===== config.mk =====
export PLATFORM = sky130hd
export DESIGN_NAME = fixed_divider
export DESIGN_NICKNAME = d
export VERILOG_FILES = /design/src/rtl/fixed_divider_pkg.sv /design/src/rtl/fixed_divider_div_step.sv /design/src/rtl/fixed_divider.sv
export SDC_FILE = /design/constraint.sdc
export NUM_CORES = 1
export LEC_CHECK = 0
export BUFFER_PORTS_ARGS = -buffer_cell sky130_fd_sc_hd__buf_2
export CORE_ASPECT_RATIO = 1.5
export CORE_MARGIN = 2
export CORE_UTILIZATION = 64
export CTS_CLUSTER_SIZE = 8
export DETAILED_ROUTE_END_ITERATION = 6
export HOLD_SLACK_MARGIN = 0.02
export PLACE_DENSITY = 0.81
export SLEW_MARGIN = 20
export SYNTH_ARGS = -nofsm -noshare
export SYNTH_HDL_FRONTEND = slang
export SYNTH_SLANG_ARGS = --single-unit

===== constraint.sdc =====
create_clock -name clk -period 4.5 [get_ports clk]
set_input_delay 0.225 -clock clk [delete_from_list [all_inputs] [get_ports clk]]
set_output_delay 0.225 -clock clk [all_outputs]
set_load 0.1 [all_outputs]

===== src/rtl/fixed_divider_pkg.sv =====
// Shared constants for the iterative fixed-point divider: default widths, saturation
// limits and controller state encoding.
package fixed_divider_pkg;

  localparam int DWIDTH_DEF = 16;
  localparam int FWIDTH_DEF = 8;

  localparam logic [DWIDTH_DEF-1:0] QMAX = {1'b0, {(DWIDTH_DEF-1){1'b1}}};
  localparam logic [DWIDTH_DEF-1:0] QMIN = {1'b1, {(DWIDTH_DEF-1){1'b0}}};

  localparam logic [1:0] IDLE   = 2'd0;
  localparam logic [1:0] CALC   = 2'd1;
  localparam logic [1:0] FINISH = 2'd2;

endpackage


===== src/rtl/fixed_divider_div_step.sv =====
// One restoring division iteration: shift in a dividend bit, trial-subtract the divisor,
// keep the difference when it does not borrow.
module div_step #(
  parameter int WIDTH = 17
) (
  input  logic [WIDTH-1:0] rem_i,
  input  logic [WIDTH-1:0] dvs_i,
  input  logic             din_i,
  output logic [WIDTH-1:0] rem_o,
  output logic             qbit_o
);

  logic [WIDTH:0] shifted;
  logic [WIDTH:0] diff;

  always_comb begin
    shifted = {rem_i, din_i};
    diff    = shifted - {1'b0, dvs_i};
    // With rem_i < dvs_i, a borrow always lands in the top bit.
    qbit_o  = ~diff[WIDTH];
    rem_o   = qbit_o ? diff[WIDTH-1:0] : shifted[WIDTH-1:0];
  end

endmodule


===== src/rtl/fixed_divider.sv =====
// Signed Q-format divider, one restoring step per clock, fixed latency and saturating output.
module fixed_divider
  import fixed_divider_pkg::*;
#(
  parameter int DWIDTH = DWIDTH_DEF,
  parameter int FWIDTH = FWIDTH_DEF,
  parameter int NITER  = DWIDTH + FWIDTH
) (
  input  logic              clk,
  input  logic              rst,
  input  logic              start,
  input  logic [DWIDTH-1:0] a,
  input  logic [DWIDTH-1:0] b,
  output logic              busy,
  output logic              done,
  output logic [DWIDTH-1:0] q,
  output logic              ovf,
  output logic              dz
);

  localparam int RW = DWIDTH + 1;
  localparam int CW = $clog2(NITER + 1);

  localparam logic [DWIDTH-1:0] QPOS = {1'b0, {(DWIDTH-1){1'b1}}};
  localparam logic [DWIDTH-1:0] QNEG = {1'b1, {(DWIDTH-1){1'b0}}};
  localparam logic [NITER-1:0]  MPOS = {{(NITER-DWIDTH+1){1'b0}}, {(DWIDTH-1){1'b1}}};
  localparam logic [NITER-1:0]  MNEG = MPOS + 1'b1;

  logic [1:0]        state_q;
  logic [CW-1:0]     cnt_q;
  // Low NITER bits of the aligned dividend; the top bit is always zero as |a| <= 2^(DWIDTH-1).
  logic [NITER-1:0]  dvd_q;
  logic [RW-1:0]     rem_q;
  logic [RW-1:0]     div_q;
  logic [NITER-1:0]  quo_q;
  logic              sign_q;
  logic              aneg_q;
  logic              azero_q;
  logic              bzero_q;

  logic [DWIDTH-1:0] a_mag;
  logic [RW-1:0]     b_ext;
  logic [RW-1:0]     b_mag;
  logic [RW-1:0]     rem_nx;
  logic              qbit;
  logic [DWIDTH-1:0] m_lo;
  logic [DWIDTH-1:0] res_q;
  logic              res_ovf;

  always_comb begin
    a_mag = a[DWIDTH-1] ? (~a + 1'b1) : a;
    b_ext = {b[DWIDTH-1], b};
    b_mag = b_ext[RW-1] ? (~b_ext + 1'b1) : b_ext;
  end

  div_step #(
    .WIDTH(RW)
  ) u_step (
    .rem_i (rem_q),
    .dvs_i (div_q),
    .din_i (dvd_q[NITER-1]),
    .rem_o (rem_nx),
    .qbit_o(qbit)
  );

  always_comb begin
    m_lo    = quo_q[DWIDTH-1:0];
    res_q   = '0;
    res_ovf = 1'b0;
    if (bzero_q) begin
      res_q = azero_q ? '0 : (aneg_q ? QNEG : QPOS);
    end else if (!sign_q && (quo_q > MPOS)) begin
      res_q   = QPOS;
      res_ovf = 1'b1;
    end else if (sign_q && (quo_q > MNEG)) begin
      res_q   = QNEG;
      res_ovf = 1'b1;
    end else begin
      res_q = sign_q ? (~m_lo + 1'b1) : m_lo;
    end
  end

  always_ff @(posedge clk) begin
    if (rst) begin
      state_q <= IDLE;
      cnt_q   <= '0;
      dvd_q   <= '0;
      rem_q   <= '0;
      div_q   <= '0;
      quo_q   <= '0;
      sign_q  <= 1'b0;
      aneg_q  <= 1'b0;
      azero_q <= 1'b0;
      bzero_q <= 1'b0;
      busy    <= 1'b0;
      done    <= 1'b0;
      q       <= '0;
      ovf     <= 1'b0;
      dz      <= 1'b0;
    end else begin
      done <= 1'b0;
      case (state_q)
        IDLE: begin
          if (start) begin
            sign_q  <= a[DWIDTH-1] ^ b[DWIDTH-1];
            aneg_q  <= a[DWIDTH-1];
            azero_q <= (a == '0);
            bzero_q <= (b == '0);
            dvd_q   <= {a_mag, {FWIDTH{1'b0}}};
            div_q   <= b_mag;
            rem_q   <= '0;
            quo_q   <= '0;
            cnt_q   <= CW'(NITER);
            busy    <= 1'b1;
            state_q <= CALC;
          end
        end
        CALC: begin
          rem_q <= rem_nx;
          quo_q <= {quo_q[NITER-2:0], qbit};
          dvd_q <= {dvd_q[NITER-2:0], 1'b0};
          cnt_q <= cnt_q - 1'b1;
          if (cnt_q == CW'(1)) begin
            state_q <= FINISH;
          end
        end
        FINISH: begin
          q       <= res_q;
          ovf     <= res_ovf;
          dz      <= bzero_q;
          done    <= 1'b1;
          busy    <= 1'b0;
          state_q <= IDLE;
        end
        default: state_q <= IDLE;
      endcase
    end
  end

endmodule


# After elaboration in Yosys (flattened, before gate mapping)
# Cells that the tools add are included.
# classes
order_cmp	2
n_eq_ne	5
add_sub_neg	5
n_bitwise	5
muxes	26
n_reduce_logical	12
# ops
cell	n
16-bit two-way mux	7
24-bit one-hot mux with 2 select lines	2
17-bit two-way mux	3
24-bit two-way mux	2
17-bit one-hot mux with 2 select lines	1
16-bit by 1-bit adder with 16-bit output (second input constant)	2
16-bit logical NOT	2
16-bit inverter	2
24-bit by 15-bit > comparator with 1-bit output (second input constant)	1
24-bit by 16-bit > comparator with 1-bit output (second input constant)	1
18-bit by 17-bit subtractor with 18-bit output	1
17-bit by 1-bit adder with 17-bit output (second input constant)	1
17-bit inverter	1
5-bit one-hot mux with 2 select lines	1
2-bit AND reduction	4
5-bit by 1-bit == test with 1-bit output (second input constant)	1
1-bit two-way mux	5
5-bit two-way mux	1
5-bit by 1-bit subtractor with 5-bit output (second input constant)	1
2-bit two-way mux	2
2-bit inequality test (second input constant)	2
2-bit one-hot mux with 2 select lines	1
2-bit nonzero test	2
2-bit by 1-bit == test with 1-bit output (second input constant)	1
7 further kinds	8
# word_totals
register_bits	113

# Longest topological paths before layout
# Gate-level depths: netlist of run 1.
# logic_depth
ltp_word	6
mapped_depth	11

# Hierarchy
# A second synthesis of run 1 with hierarchy kept.
# hier_totals
hier_cells	705
area_unflattened_um2	6107.1
# modules_own_cells
module	n_inst	area_each_um2	cells_per_inst	seq_area_each_um2
fixed_divider	1	4814.6	528	2102.0
div_step	1	1292.5	177	0.0

# Least setup slack after synthesis of run 1
# OpenSTA, ideal clock, no wires.
# synth_timing
kind	flip-flop to flip-flop
start	reg dvd_q[23]
end	reg rem_q[14]
slack_ps	2243
setup_time_ps	106
n_path_buf	0
arrival_ps	2151
required_ps	4394
stages_incl_launch_ff	11
synth_period_minus_slack_ps	2257
cell_sequence	dfxtp_1 inv_1 ha_1 fa_1 nand2b_1 a21oi_1 o21ai_0 o21ai_0 a21oi_1 xor2_1 o311ai_0
# synth_between
elab_chain_len	3
# synth_lines
item	line	source
start, declared	fixed_divider.sv:32	logic [NITER-1:0] dvd_q;
start signal, assigned	fixed_divider.sv:109	dvd_q <= {a_mag, {FWIDTH{1'b0}}};
start signal, assigned	fixed_divider.sv:121	dvd_q <= {dvd_q[NITER-2:0], 1'b0};
18-bit by 17-bit subtractor with 18-bit output	fixed_divider_div_step.sv:18	diff = shifted - {1'b0, dvs_i};
17-bit two-way mux	fixed_divider_div_step.sv:21	rem_o = qbit_o ? diff[WIDTH-1:0] : shifted[WIDTH-1:0];
17-bit one-hot mux with 2 select lines	fixed_divider.sv:102	case (state_q)
end signal, assigned	fixed_divider.sv:119	rem_q <= rem_nx;
end, declared	fixed_divider.sv:33	logic [RW-1:0] rem_q;
# Every way passes these cells.
# A chain may end at the register's enable or synchronous reset.

# Final worst setup path of run 1
# layout_timing
start	reg div_q[12]
end	reg rem_q[6]
# layout_between
elab_chain_len	3
# layout_lines
item	line	source
start, declared	fixed_divider.sv:34	logic [RW-1:0] div_q;
start signal, assigned	fixed_divider.sv:110	div_q <= b_mag;
18-bit by 17-bit subtractor with 18-bit output	fixed_divider_div_step.sv:18	
17-bit two-way mux	fixed_divider_div_step.sv:21	
17-bit one-hot mux with 2 select lines	fixed_divider.sv:102	
# Every way passes these cells.

==> qor.yml, run 1 <==
gr-total-overflow: 0
drt-met1-wl_mm: 5.54
grt_pass1_wl_mm: 21.7
grtUsageTotal: 0.278
finalCritPeriodShare: 0.638
dp.cells: 812
worstSkewPairLatency_ns: 0.35
wl_mm: 12.9
root_buffer: "clkbuf_16"
endpoint_kind: "flip-flop"
cts.reportedPaths.clkPinSlew_ns: 0.07
cp.required_ns: 4.69
clock-sinks: 105
synth-seq-cells: 105
syn_avg_cell_area_sq_um: 8.36
port-buffer-count: 54
place_ws_ns: 1.65
final.setup_skew_ns: 0.00901
run_status: "finished, final reports clean"
hold_path_startpoint: "b[0]"
fin_area_sq_um: 6250
leakage_nw: 2.55
r2r_start: "div_q[12]"
drt_pass1_iterations: 5
core_area_sq_um: 8780
die_area_sq_um: 9730
hpwl_mm: 9.35
yosysMostFrequentCell: "dfxtp_1"
gp_congestion: 0.949
antenna_found_initial: 0
first_iter_violations: 301
fin_ws_ns: 1.63
hold_viol_final: 0
hold_end: "div_q[0]"
crit_family: "simple AND/OR/NAND/NOR gates"
path_cells: "inv_1 > ha_1 > a21oi_1 > o21ai_0 > or3_1 > or3_1 > nand4_1 > buf_4 > mux2i_1 > o21ai_0"
htree_levels: 3
cts_made_buffers: 9
fmax_mhz: 348
synth_cell_types: 58
die_x_um: 81.2
synth.top_cell.area_share: 0.367
ctsResizeCount: 0
r2r_slack_ns: 1.63
wire_per_inst_um: 15.6
slew_viol_final: 0
postRouteAntennaNets: 0
cp-start-kind: "flip-flop"
synth-edff-count: 0
maxCapViolCount: 0
crit_fanout: 13
num_io_pins: 55
syn_nets: 742
cpPeakStageDelay_ns: 0.35
antenna_cells: 0
yosysTopAreaCell: "dfxtp_1"
hold_path_depth: 3
seq_area_sq_um: 2100
placed_area_sq_um: 5950
cp.arrival_ns: 3.07
fillers: 702
die_h_um: 120
setup_tns_ns: 0
route.met2.wl_mm: 6.66
yosysWarningCount: 0
syn_area_sq_um: 5720
fin_crit_ns: 2.87
synthArstFlopShare: 0
synthesis.instances: 684
reg2reg_depth: 10
cts_tree: "yes"
drive_gt1_frac: 0.118
grt_max_degree: 60
powerDensity_nw_per_um2: 476
relSlewSlack: 0.366
synth_commonest_cells: "dfxtp_1 (105), nand2_1 (63), a21oi_1 (62), nor2_1 (58), o21ai_0 (51)"
path_class: "flip-flop to flip-flop"
ys.flop_type: "dfxtp_1"
crit_buf_inv: 2
ctsHoldBuffers: 0
area_growth_pct: 9.25
nets: 771
r2r_end: "rem_q[6]"
critPathSlowestCell: "dfxtp_1"
tightest_slew_ns: 0.949
ys_seq_area_frac: 0.367
grt_setup_unrepaired: "no"
max-vdd-ir-drop_uv: 342
finalNonFillerCells: 828
setup_violations: 0
viasPerCell: 6.12
initial_core_util: 0.652
met3_length_um: 532
cts_buffer_depth: 2
multi_input_area_sq_um: 3300
grt_pass1_vias: 4687
num_rows: 42
post_cts_buffers: 0
via_count: 5069
topRoutingLayerUsed: "met4"
hold_class: "input port to flip-flop"
yosys-top-cells-area: "dfxtp_1 (37%), a21oi_1 (5.4%), ha_1 (4.8%), o21ai_0 (4.5%), nand2_1 (4.1%)"
route.detailed.drc: 0
## logic make-up (layout without fill, tap and decap cells)
logic type	after synthesis	after routing	synth area share
and+or+nand+nor	198	198	0.163
muxes	17	17	0.0297
xor gates and xnor gates	47	47	0.0720
DFF	105	105	0.367
buffers and inverters	69	103	0.0569
adders and majority gates	23	23	0.0516
AOI/OAI and AO/OA	225	225	0.259
## worst register-to-register path, cell delays in order, from the launching register on
cell	delay [ns]
dfxtp_1	0.35
inv_1	0.05
ha_1	0.34
a21oi_1	0.20
o21ai_0	0.17
or3_1	0.33
or3_1	0.31
nand4_1	0.33
buf_4	0.34
mux2i_1	0.21
o21ai_0	0.10
## metal layers
metal / vias to the layer above / GRT usage
met5: - / 0
met4: 0 / 0.0816
met3: 21 / 0.0421
met2: 132 / 0.482
met1: 2368 / 0.350
li1: 2548 / -
## cell usage in the layout, fill, tap and decap left out, types with 23 or more instances in the layout
cell type,count
inv_1,28
a211oi_1,23
buf_2,53
dfxtp_1,105
xnor2_1,23
xor2_1,24
nand2_1,63
o21ai_0,51
nor2_1,57
a21oi_1,62
## worst max path at each step
stage	endpoint	slack [ns]	start	cells after the start
floorplan	rem_q[14]	2.24	dvd_q[23]	10
global placement	rem_q[7]	1.77	div_q[1]	10
global route	rem_q[2]	1.40	div_q[14]	10
CTS	rem_q[6]	1.63	div_q[12]	10
detailed placement	rem_q[5]	1.65	div_q[12]	10
finish	rem_q[6]	1.63	div_q[12]	10
## per-stage QoR
| step | power (mW) | hold WS, ns | utilization |
|---|---|---|---|
| final | 2.98 | 0.168 | 0.712 |
| after global routing | 3.16 | 0.190 | 0.712 |
| after CTS | 2.97 | 0.163 | 0.712 |
| after detailed placement | 2.20 | 0.446 | 0.678 |
| after global placement | 2.17 | 0.439 | 0.678 |
| after floorplan | 2.00 | 0.361 | - |
## flip-flops by register name, indices dropped and copies added, names as in the netlist
signal   count
aneg_q       1
azero_q      1
busy         1
bzero_q      1
cnt_q        5
div_q       17
done         1
dvd_q       16
dz           1
ovf          1
q           16
quo_q       24
rem_q       17
sign_q       1
state_q      2
## report_power, final
| group | leakage, nW | switching, mW | internal (mW) | total [mW] |
|---|---|---|---|---|
| Sequential | 0.854 | 0.0655 | 1.00 | 1.07 |
| Clock | 0.146 | 0.381 | 0.392 | 0.773 |
| Combinational | 1.55 | 0.652 | 0.482 | 1.13 |
## final cells by class
class,instances,area share
repair buffers,59,0.0496
clock inverters,7,0.0114
well taps,110,0.0220
multi-input cells,510,0.528
clock buffers,9,0.0360
inverters,28,0.0168
flip-flops and latches,105,0.336
(Power assumes the default switching activity.)
==> run 2: changes to the inputs <==
Settings changed: CORE_UTILIZATION 64 to 54, PLACE_DENSITY 0.81 to 0.73.
Clock period 4.5 ns to 2.39 ns, I/O delays scaled along.
==> qor.yml, run 2 (synthesis gave the netlist of run 1 again) <==
leakage_nw: 2.78  # was 2.55 nW
endpoint_kind: "flip-flop"  # unchanged
die_area_sq_um: 11400  # was 9730 sq um
crit_buf_inv: 2  # unchanged
first_iter_violations: 305  # was 301
combPwrFrac: 0.441  # was 0.381
num_rows: 46  # was 42
fin_ws_ns: 0.0168  # was 1.63 ns
cp-start-kind: "flip-flop"  # unchanged
cp.required_ns: 2.60  # was 4.69 ns
setup_violations: 0  # unchanged
grt_max_degree: 49  # was 60
die_h_um: 130  # was 120 um
fin_crit_ns: 2.37  # was 2.87 ns
hold_class: "input port to flip-flop"  # unchanged
powerDensity_nw_per_um2: 931  # was 476 nW/um^2
swShare: 0.360  # was 0.369
htree_levels: 3  # unchanged
mostFrequentLayoutCell: "dfxtp_1"  # unchanged
fmax_mhz: 421  # was 348 MHz
die_x_um: 88.0  # was 81.2 um
port-buffer-count: 54  # unchanged
antenna_found_initial: 1  # was 0
wl_mm: 14.4  # was 12.9 mm
seqPwrFrac: 0.322  # was 0.359
max-vdd-ir-drop_uv: 483  # was 342 uV
cts.reportedPaths.clkPinSlew_ns: 0.07  # about the same
fillers: 921  # was 702
place_ws_ns: -0.171  # was 1.65 ns
cts_tree: "yes"  # unchanged
cp.arrival_ns: 2.58  # was 3.07 ns
finalCritPeriodShare: 0.993  # was 0.638
crit_family: "simple AND/OR/NAND/NOR gates"  # unchanged
final.setup_skew_ns: 0.00723  # was 0.00901 ns
grt_pass1_wl_mm: 23.5  # was 21.7 mm
path_cells: "ha_4 > a21oi_2 > o21ai_2 > or3_1 > or3_1 > nand4_1 > buf_4 > buf_6 > mux2i_1 > o21ai_0"  # was inv_1 > ha_1 > a21oi_1 > o21ai_0 > or3_1 > or3_1 > nand4_1 > buf_4 > mux2i_1 > o21ai_0
maxCapViolCount: 0  # unchanged
grtUsageTotal: 0.256  # was 0.278
hpwl_mm: 10.5  # was 9.35 mm
root_buffer: "clkbuf_16"  # unchanged
internal_power_mw: 4.06  # was 1.88 mW
crit_fanout: 5  # was 13
nets: 809  # was 771
wire_per_inst_um: 16.0  # was 15.6 um
initial_core_util: 0.546  # was 0.652
hold_viol_final: 0  # unchanged
drive_gt1_frac: 0.214  # was 0.118
num_io_pins: 55  # unchanged
fin_area_sq_um: 6810  # was 6250 sq um
placed_area_sq_um: 6260  # was 5950 sq um
cpPeakStageDelay_ns: 0.35  # about the same
cts_buffer_depth: 2  # unchanged
relSlewSlack: 0.459  # was 0.366
p_sw_mw: 2.29  # was 1.10 mW
largest_reg_flops: 24  # unchanged
final_cell_mix: "dfxtp_1 (93), nand2_1 (63), nor2_1 (57), a21oi_1 (54), buf_2 (54)"  # was dfxtp_1 (105), nand2_1 (63), a21oi_1 (62), nor2_1 (57), buf_2 (53)
grt_pass1_vias: 5102  # was 4,687
clock-sinks: 105  # unchanged
gr-total-overflow: 0  # unchanged
run_status: "finished, final reports clean"  # unchanged
clock_power_share: 0.237  # was 0.260
drt_pass1_iterations: 7  # was 5
finalNonFillerCells: 901  # was 828
viasPerCell: 5.87  # was 6.12
cts_made_buffers: 9  # unchanged
worstSkewPairLatency_ns: 0.35  # about the same
dp.cells: 878  # was 812
largest_register: "quo_q"  # unchanged
slew_viol_final: 0  # unchanged
critPathSlowestCell: "or3_1"  # was dfxtp_1
core_area_sq_um: 10500  # was 8780 sq um
final_util: 0.650  # was 0.712
reg.largest.list: "quo_q x24, div_q x17, rem_q x17"  # unchanged
via_count: 5291  # was 5,069
path_class: "flip-flop to flip-flop"  # unchanged
grt_setup_unrepaired: "yes"  # was no
tightest_slew_ns: 0.811  # was 0.949 ns
postRouteAntennaNets: 0  # unchanged
area_growth_pct: 19.1  # was 9.25%
gp_congestion: 0.944  # was 0.949
route.detailed.drc: 0  # unchanged
crit_top_cell: "or3_1"
[run 2: worst register-to-register path, cell delays in order, from the launching register on]
cell and delay [ns]:
dfxtp_2 0.34, ha_4 0.26, a21oi_2 0.16, o21ai_2 0.09, or3_1 0.35, or3_1 0.35, nand4_1 0.18, buf_4 0.16
buf_6 0.11, mux2i_1 0.17, o21ai_0 0.08
[run 2: worst paths after layout]
path / from / end / slack [ns] / cells after the start
max: rem_q[15] / rem_q[16] / 0.02 / 10
min: a[10] / dvd_q[18] / 0.07 / 3
max reg2reg: rem_q[15] / rem_q[16] / 0.02 / 10
min reg2reg: ovf / ovf / 0.45 / 2
[run 2: cell type report]
cell class	count	area (sq um)	share of cell area
Sequential cell	105	2120	0.311
Multi-Input combinational cell	510	3480	0.510
Timing Repair Buffer	97	629	0.0924
Antenna cell	1	2.50	0.000367
Clock inverter	7	75.1	0.0110
Tap cell	144	180	0.0265
Inverter	28	105	0.0154
Clock buffer	9	225	0.0331
[run 2: power by group through the flow]
stage,sequential (mW),combinational [mW],clock [mW]
2_1_floorplan,2.02,1.75,0
3_5_place_dp,2.05,2.34,0
5_1_grt,2.06,3.03,1.60
4_1_cts,2.02,2.57,1.52
6_report,2.04,2.80,1.50
3_3_place_gp,2.05,2.25,0
[run 2: repair_timing]
| item | CTS | global route |
|---|---|---|
| gates resized for setup | 21 | 36 |
| cloned | 2 | 0 |
| setup endpoints to repair | 17 | 18 |
| pin swaps | 3 | 9 |
| hold buffers | 0 | 0 |
| buffers inserted | 1 | 3 |
[run 2: per-stage QoR]
| step | power (mW) | hold slack (ns) | setup TNS (ns) |
|---|---|---|---|
| after floorplan | 3.77 | 0.255 | 0 |
| after global placement | 4.30 | 0.414 | -0.0500 |
| after detailed placement | 4.40 | 0.423 | -1.08 |
| after CTS | 6.11 | 0.0590 | 0 |
| after global routing | 6.70 | 0.0839 | -0.844 |
| final | 6.34 | 0.0651 | 0 |
[run 2: metal layers]
layer	GRT usage	vias to the layer above	share of wire
met2	0.459	157	0.53
met4	0.114	0	0.031
met3	0.0304	34	0.043
li1	-	2623	-
met1	0.301	2477	0.40
met5	0	-	0
==> run 3: changes to the inputs <==
Settings changed: RECOVER_POWER set to 100.
==> qor.yml, run 3 (synthesis gave the netlist of run 1 again) <==
grt_max_degree: 49  # unchanged
hold_viol_final: 0  # unchanged
endpoint_kind: "flip-flop"  # unchanged
path_class: "flip-flop to flip-flop"  # unchanged
cp.arrival_ns: 2.58  # about the same
via_count: 5257  # was 5,291
cts_buffer_depth: 2  # unchanged
mostFrequentLayoutCell: "dfxtp_1"  # unchanged
grt_pass1_vias: 5102  # unchanged
nets: 809  # unchanged
hpwl_mm: 10.5  # unchanged
clock-sinks: 105  # unchanged
die_x_um: 88.0  # unchanged
run_status: "finished, final reports clean"  # unchanged
final_cell_mix: "dfxtp_1 (93), nand2_1 (63), nor2_1 (57), a21oi_1 (54), o21ai_0 (44)"  # was dfxtp_1 (93), nand2_1 (63), nor2_1 (57), a21oi_1 (54), buf_2 (54)
reg.largest.list: "quo_q x24, div_q x17, rem_q x17"  # unchanged
cp-start-kind: "flip-flop"  # unchanged
max-vdd-ir-drop_uv: 480  # was 483 uV
grtUsageTotal: 0.256  # unchanged
area_growth_pct: 17.4  # was 19.1%
wire_per_inst_um: 16.0  # about the same
first_iter_violations: 269  # was 305
tightest_slew_ns: 1.20  # was 0.811 ns
relSlewSlack: 0.205  # was 0.459
grt_setup_unrepaired: "yes"  # unchanged
fin_ws_ns: 0.0143  # was 0.0168 ns
cts_made_buffers: 9  # unchanged
fmax_mhz: 421  # about the same
worstSkewPairLatency_ns: 0.35  # about the same
wl_mm: 14.4  # about the same
hold_class: "input port to flip-flop"  # unchanged
slew_viol_final: 0  # unchanged
hold_ws_ns: 0.0738  # was 0.0651 ns
cp.required_ns: 2.60  # about the same
num_io_pins: 55  # unchanged
fillers: 949  # was 921
root_buffer: "clkbuf_16"  # unchanged
total_power_mw: 6.31  # was 6.34 mW
cts.reportedPaths.clkPinSlew_ns: 0.07  # about the same
largest_register: "quo_q"  # unchanged
multi_input_area_sq_um: 3470  # was 3480 sq um
crit_fanout: 5  # unchanged
core_area_sq_um: 10500  # unchanged
grt_pass1_wl_mm: 23.5  # unchanged
maxCapViolCount: 0  # unchanged
drive_gt1_frac: 0.173  # was 0.214
setup_tns_ns: 0  # unchanged
gr-total-overflow: 0  # unchanged
antenna_found_initial: 1  # unchanged
htree_levels: 3  # unchanged
ctsHoldBuffers: 0  # unchanged
num_rows: 46  # unchanged
finalCritPeriodShare: 0.994  # was 0.993
fin_crit_ns: 2.38  # was 2.37 ns
powerDensity_nw_per_um2: 939  # was 931 nW/um^2
place_ws_ns: -0.171  # unchanged
largest_reg_flops: 24  # unchanged
drt_pass1_iterations: 6  # was 7
final.setup_skew_ns: 0.00590  # was 0.00723 ns
die_h_um: 130  # unchanged
viasPerCell: 5.83  # was 5.87
gp_congestion: 0.944  # unchanged
port-buffer-count: 54  # unchanged
cts_tree: "yes"  # unchanged
initial_core_util: 0.546  # unchanged
seq_area_sq_um: 2120  # unchanged
leakage_nw: 2.64  # was 2.78 nW
setup_violations: 0  # unchanged
route.detailed.drc: 0  # unchanged
postRouteAntennaNets: 0  # unchanged
die_area_sq_um: 11400  # unchanged
-- run 3: changes by cell type in the layout (fill, tap and decap cells not counted), moves of 2 or more --
cell and delta:
buf_12 -2, buf_2 -23, buf_4 -9, clkbuf_1 +30, clkbuf_2 +3
-- run 3: worst max-delay path, cell delays in order, from the launching register on --
cell and delay [ns]:
dfxtp_2 0.34, ha_4 0.26, a21oi_2 0.16, o21ai_2 0.09, or3_1 0.35, or3_1 0.35, nand4_1 0.18, buf_4 0.16
buf_6 0.11, mux2i_1 0.17, o21ai_0 0.08
-- run 3: path summary, 6_finish.rpt --
kind	to	depth (start not counted)	from	slack, ns
setup / recovery	rem_q[16]	10	rem_q[15]	0.01
setup reg to reg	rem_q[16]	10	rem_q[15]	0.01
hold / removal	div_q[0]	3	b[0]	0.07
hold reg to reg	ovf	2	ovf	0.45
-- run 3: power breakdown --
part	switching, mW	internal (mW)	leakage (nW)
sequential	0.144	1.90	0.859
combinational	1.45	1.31	1.63
clock	0.680	0.822	0.151
total	2.28	4.03	2.64
-- run 3: through the flow --
stage          instance area (sq um)  std cells   util
6_report                        6720        901  0.641
5_1_grt                         6720        901  0.641
4_1_cts                         6670        897  0.636
3_5_place_dp                    6260        878  0.597
3_3_place_gp                    6260        878  0.597
2_1_floorplan                   5720        684      -
-- run 3: layer usage --
metal  global-route usage  wire, um  vias to the layer above
met4                0.114       445                        0
met1                0.301      5940                     2484
met2                0.459      7600                      118
met3               0.0304       437                       35
met5                    0         0                        -
li1                     -         -                     2620
-- run 3: final cells by class --
| class | instances | area share |
|---|---|---|
| clock inverters | 7 | 0.0112 |
| multi-input cells | 510 | 0.517 |
| inverters | 28 | 0.0156 |
| flip-flops and latches | 105 | 0.315 |
| diodes | 1 | 0.000373 |
| well taps | 144 | 0.0268 |
| clock buffers | 9 | 0.0335 |
| repair buffers | 97 | 0.0807 |
-- run 3: timing repair --
item,in CTS,in global routing
resized for setup,21,36
pin swaps,3,9
cloned,2,0
setup buffers,1,3
setup endpoints to repair,17,18
